$ cat config.mk
export PLATFORM = sky130hd
export DESIGN_NAME = wb_stage
export DESIGN_NICKNAME = d
export VERILOG_FILES = /design/src/rtl/wb_stage.sv
export SDC_FILE = /design/constraint.sdc
export NUM_CORES = 1
export LEC_CHECK = 0
export BUFFER_PORTS_ARGS = -buffer_cell sky130_fd_sc_hd__buf_2
export CAP_MARGIN = 20
export CORE_MARGIN = 2
export CORE_UTILIZATION = 45
export CTS_BUF_LIST = sky130_fd_sc_hd__clkbuf_4 sky130_fd_sc_hd__clkbuf_8
export CTS_CLUSTER_DIAMETER = 60
export DETAILED_ROUTE_END_ITERATION = 8
export GPL_TIMING_DRIVEN = 0
export PLACE_DENSITY_LB_ADDON = 0.15
export SYNTH_ARGS = -nofsm -noshare
export SYNTH_HDL_FRONTEND = slang
export SYNTH_SLANG_ARGS = --single-unit
export TNS_END_PERCENT = 50
$ cat constraint.sdc
create_clock -name clk -period 2.62 [get_ports clk]
set_clock_uncertainty 0.15 [all_clocks]
set_input_delay 0.393 -clock clk [delete_from_list [all_inputs] [get_ports clk]]
set_output_delay 0.393 -clock clk [all_outputs]
set_load 0.01 [all_outputs]
$ cat src/rtl/wb_stage.sv
`default_nettype none
// ============================================================================
// wb_stage : RV32E writeback stage - load alignment, fault flags, retire count
// Rev 1.0
// ============================================================================
module wb_stage #(
  parameter int XLEN     = 32,
  parameter int NUM_REGS = 16
) (
  input  logic            clk,
  input  logic            reset,
  input  logic            ex_valid_i,
  output logic            ex_ready_o,
  input  logic [4:0]      ex_rd_i,
  input  logic [XLEN-1:0] ex_result_i,
  input  logic            ex_is_load_i,
  input  logic [2:0]      ex_funct3_i,
  input  logic            mem_rvalid_i,
  input  logic [XLEN-1:0] mem_rdata_i,
  output logic            write_enable_o,
  output logic [4:0]      write_address_o,
  output logic [XLEN-1:0] write_data_o,
  output logic            fwd_valid_o,
  output logic [4:0]      fwd_rd_o,
  output logic [XLEN-1:0] fwd_data_o,
  output logic            misalign_o,
  output logic            illegal_o,
  output logic [31:0]     instret_o
);

  typedef enum logic [0:0] {
    S_IDLE     = 1'b0,
    S_WAIT_MEM = 1'b1
  } state_t;

  localparam logic [5:0] C_NUM_REGS = 6'(NUM_REGS);

  state_t          r_state;
  logic [4:0]      r_ld_rd;
  logic [1:0]      r_ld_addr;
  logic [2:0]      r_ld_funct3;
  logic            r_we;
  logic [4:0]      r_waddr;
  logic [XLEN-1:0] r_wdata;
  logic            r_misalign;
  logic            r_illegal;
  logic [31:0]     r_instret;

  logic            w_accept;
  logic            w_nl_done;
  logic            w_ld_done;
  logic            w_done;
  logic [4:0]      w_rd;
  logic [7:0]      w_byte;
  logic [15:0]     w_half;
  logic [XLEN-1:0] w_ld_data;
  logic            w_ld_misalign;
  logic            w_f3_illegal;
  logic            w_illegal;
  logic            w_misalign;
  logic [XLEN-1:0] w_data;

  assign ex_ready_o = (r_state == S_IDLE);
  assign w_accept   = ex_valid_i && ex_ready_o;
  assign w_nl_done  = w_accept && !ex_is_load_i;
  assign w_ld_done  = (r_state == S_WAIT_MEM) && mem_rvalid_i;
  assign w_done     = w_nl_done || w_ld_done;
  assign w_rd       = w_ld_done ? r_ld_rd : ex_rd_i;

  // Lane select, extension and fault decode for the pending load
  always_comb begin
    w_byte = mem_rdata_i[7:0];
    case (r_ld_addr)
      2'd1:    w_byte = mem_rdata_i[15:8];
      2'd2:    w_byte = mem_rdata_i[23:16];
      2'd3:    w_byte = mem_rdata_i[31:24];
      default: w_byte = mem_rdata_i[7:0];
    endcase
    w_half        = r_ld_addr[1] ? mem_rdata_i[31:16] : mem_rdata_i[15:0];
    w_ld_data     = mem_rdata_i;
    w_ld_misalign = 1'b0;
    w_f3_illegal  = 1'b0;
    case (r_ld_funct3)
      3'b000: w_ld_data = {{(XLEN-8){w_byte[7]}}, w_byte};
      3'b001: begin
        w_ld_data     = {{(XLEN-16){w_half[15]}}, w_half};
        w_ld_misalign = r_ld_addr[0];
      end
      3'b010: w_ld_misalign = |r_ld_addr;
      3'b100: w_ld_data = {{(XLEN-8){1'b0}}, w_byte};
      3'b101: begin
        w_ld_data     = {{(XLEN-16){1'b0}}, w_half};
        w_ld_misalign = r_ld_addr[0];
      end
      default: w_f3_illegal = 1'b1;
    endcase
  end

  assign w_illegal  = ({1'b0, w_rd} >= C_NUM_REGS) || (w_ld_done && w_f3_illegal);
  assign w_misalign = w_ld_done && w_ld_misalign && !w_illegal;
  assign w_data     = w_ld_done ? w_ld_data : ex_result_i;

  always_ff @(posedge clk or posedge reset) begin
    if (reset) begin
      r_state     <= S_IDLE;
      r_ld_rd     <= 5'd0;
      r_ld_addr   <= 2'd0;
      r_ld_funct3 <= 3'd0;
      r_we        <= 1'b0;
      r_waddr     <= 5'd0;
      r_wdata     <= '0;
      r_misalign  <= 1'b0;
      r_illegal   <= 1'b0;
      r_instret   <= 32'd0;
    end else begin
      r_we       <= 1'b0;
      r_misalign <= 1'b0;
      r_illegal  <= 1'b0;
      case (r_state)
        S_IDLE: begin
          if (w_accept && ex_is_load_i) begin
            r_ld_rd     <= ex_rd_i;
            r_ld_addr   <= ex_result_i[1:0];
            r_ld_funct3 <= ex_funct3_i;
            r_state     <= S_WAIT_MEM;
          end
        end
        S_WAIT_MEM: begin
          if (mem_rvalid_i) r_state <= S_IDLE;
        end
        default: r_state <= S_IDLE;
      endcase
      // Faulting completions leave the write port and retire count untouched
      if (w_done) begin
        if (w_illegal) begin
          r_illegal <= 1'b1;
        end else if (w_misalign) begin
          r_misalign <= 1'b1;
        end else begin
          r_we      <= (w_rd != 5'd0);
          r_waddr   <= w_rd;
          r_wdata   <= w_data;
          r_instret <= r_instret + 32'd1;
        end
      end
    end
  end

  assign write_enable_o  = r_we;
  assign write_address_o = r_waddr;
  assign write_data_o    = r_wdata;
  assign fwd_valid_o     = r_we;
  assign fwd_rd_o        = r_waddr;
  assign fwd_data_o      = r_wdata;
  assign misalign_o      = r_misalign;
  assign illegal_o       = r_illegal;
  assign instret_o       = r_instret;

endmodule
`default_nettype wire
==> qor.yml <==
synthesis:
  synthDominantAreaCellType: "dfrtp_1"
  synth.cell_area_um2: 4550
  number_of_enable_type_register_cells_in_the_synthesized_netlist: 0
  synthesized_area_per_cell_um2: 9.49
  synthesis.instances: 480
  ys_async_sr_fraction_pct: 100
  synth_sequential_area_ratio_pct: 45.6
  ys.warnings.count: 0
  syn_nets: 558
  share_of_yosys_cell_area_claimed_by_the_top_area_cell_type_pct: 45.6
  yosys_register_bits: 83
  ys.flop_type: "dfrtp_1"
  synth_top_cells_by_area: "dfrtp_1, buf_4, nand2_1, mux2_2, xnor2_1"
  synthDistinctLibCells: 46
cells_and_area:
  areaGrowthSynthToFinish_pct: 30.0
  most-common-layout-cells: "buf_2, dfrtp_1, nand2_1"
  final_nets: 759
  final_common_cell: "buf_2"
  final_layout_size_suffix_gt1_share_pct: 40.4
  antenna_cells: 0
global_route:
  first_global_vias: 4177
  grt_pass1_wl_um: 21200
  grt_antenna_before_repair: 0
  overflow: 0
  grt_start_max_net_pins: 40
  grt_usage_pct: 24.6
critical_path:
  critPathArrivalTime_ns: 2.49
  critical_path.reg2reg.startpoint: "r_state"
  critPathCapture: "fwd_data_o[17]"
  worstSetupStartpoint: "r_state"
  register_to_register_setup_slack_ns: 0.19
  crit_path_max_incr_delay_ns: 0.49
  crit_path_end_kind: "register"
  timing.critical_path.from_type: "register"
  r2r_end: "fwd_data_o[17]"
  worstPathRequired_ns: 2.68
  crit_chain: "and2_1, buf_2, a31oi_2, or2_1, clkbuf_1, o21ai_0"
  slowest_stage_cell_crit_path: "a31oi_2"
  worstRegToRegCells: 6
  criticalPathCategory: "register to register"
  critPathMaxFanout: 10
floorplanning:
  design.core.area_um2: 9820
  chipWidth_um: 105
  die_h_um: 105
  top_level_ports: 188
  die_outline_area_um2: 10900
  num_rows: 36
  initial_utilization_pct: 46.4
drt:
  route.detailed.vias_per_inst: 5.18
  ant_nets: 0
  drtIter0Drc: 176
  routed-via-count: 4244
  route.final.wire_length_um: 13400
  drcViolationCount: 0
  drt-pass1-iter-count: 5
  routed_wire_length_per_instance_um: 16.4
power_and_ir_drop:
  power_density_nw_per_um2: 775
  power_leakage_nw: 2.97
  ir_worst_vdd_uv: 357
  power.total_w: 0.00459
timing:
  rsz0062_at_grt: "no"
  period_minus_slack_ns: 2.43
  worstMarginPinSlew_ns: 0.733
  finalSetupViolations: 0
  final.setup.tns_ns: 0
  final-max-slew-violation-count: 0
  layout_worst_path_cycle_share_pct: 92.8
  rel_slew_slack_pct: 51.2
  max_freq_mhz: 411
  hold_violations: 0
min_path:
  worst_hold_path_type: "primary input to register"
clocking:
  clk_pin_slew_worst_paths_ns: 0.09
  clock_insertion_delay_worst_skew_ns: 0.36
  postCtsSetupRepairBufs: 0
  cts.htree.levels: 3
  cts_inserted_buffers: 9
  clock_tree.root_cell: "clkbuf_8"
  ctsResizeCount: 0
  numClockSinks: 83
  cts_tree: "done"
  cts_max_path_buffers: 2
outcome:
  run_status: "completed"
placement:
  detailedPlacementHpwl_um: 10300
  portBuffers: 187
  replace_congestion: 0.818
job:
  drv.max_cap_violation_count: 0
[final cells by class]
class | count | area (um2)
clock buffer | 10 | 138
fill | 920 | 3900
sequential | 83 | 2080
multi-input combinational | 316 | 2020
tap | 133 | 166
inverter | 18 | 71.3
timing repair buffer | 190 | 986
buffer | 63 | 390
clock inverter | 6 | 71.3
[cell families (layout without fill, tap and decap cells)]
| kind of cell | after synthesis | count (layout) | share of synthesized area (%) |
|---|---|---|---|
| buffers and inverters | 81 | 287 | 10.1 |
| DFF | 83 | 83 | 45.6 |
| adders and majority gates | 1 | 1 | 0.275 |
| and+or+nand+nor | 158 | 158 | 17.0 |
| AOI/OAI and AO/OA | 98 | 98 | 14.1 |
| xor gates and xnor gates | 31 | 31 | 5.96 |
| muxes | 28 | 28 | 6.92 |
[through the flow]
step	setup slack, ns	instance area [um2]	utilization (%)	hold slack (ns)	instances
after floorplan	0.579	4560	-	0.343	480
after global placement	0.158	5660	57.6	0.310	800
after detailed placement	0.0711	5700	58.1	0.262	802
after CTS	0.156	5920	60.3	0.102	819
after global routing	0.0318	5920	60.3	0.0846	819
final	0.190	5920	60.3	0.111	819
[synth_stat cells (all sizes together), types with 10 or more instances]
| master | number |
|---|---|
| nand2 | 69 |
| nand4 | 11 |
| xnor2 | 23 |
| o21ai | 23 |
| o2bb2ai | 16 |
| nand2b | 11 |
| dfrtp | 83 |
| nand3 | 10 |
| a21oi | 29 |
| mux2 | 18 |
| nor2 | 29 |
| clkbuf | 18 |
| inv | 18 |
| buf | 45 |
[state kept, by name, summed over array words and instances (netlist names)]
signal	count
fwd_data_o	32
r_ld_funct3	3
instret_o	32
illegal_o	1
fwd_rd_o	5
r_ld_rd	5
r_state	1
r_ld_addr	2
fwd_valid_o	1
misalign_o	1
[report_power, final]
group	switching (W)	total (W)	internal, W
registers	0.000266	0.00182	0.00156
logic	0.000912	0.00178	0.000868
clock network	0.000508	0.000983	0.000475
total	0.00169	0.00459	0.00290
[per-layer routing]
metal	global-route usage (%)	part of all wire (%)	wire (um)	vias to the layer above
met3	7.42	7.1	960	15
met5	0	0	0	-
met1	30.8	40	5430	2038
li1	-	-	-	2028
met4	5.52	1.2	155	0
met2	42.0	51	6900	163
[how the worst min path moves through the flow]
| stage | to | cells past startpoint | start |
|---|---|---|---|
| 2_1_floorplan | r_ld_rd[4] | 1 | r_ld_rd[4] |
| 3_3_place_gp | instret_o[31] | 1 | instret_o[31] |
| 3_5_place_dp | fwd_data_o[27] | 2 | reset |
| 4_1_cts | r_ld_funct3[2] | 2 | ex_funct3_i[2] |
| 5_1_grt | r_ld_funct3[2] | 2 | ex_funct3_i[2] |
| 6_report | r_ld_funct3[1] | 2 | ex_funct3_i[1] |
[worst max-delay path: cells and delay by family, from the launching register on]
family / cells / cell delay, ns
buffers and inverters: 2 / 0.62
DFF: 1 / 0.42
and+or+nand+nor: 2 / 0.39
AOI/OAI and AO/OA: 2 / 0.69
[timing repair]
action                     in CTS  in global routing
setup endpoints to repair       0                  0
hold buffers                    1                  0
hold endpoints to repair       15                  0
(Power assumes the default switching activity.)
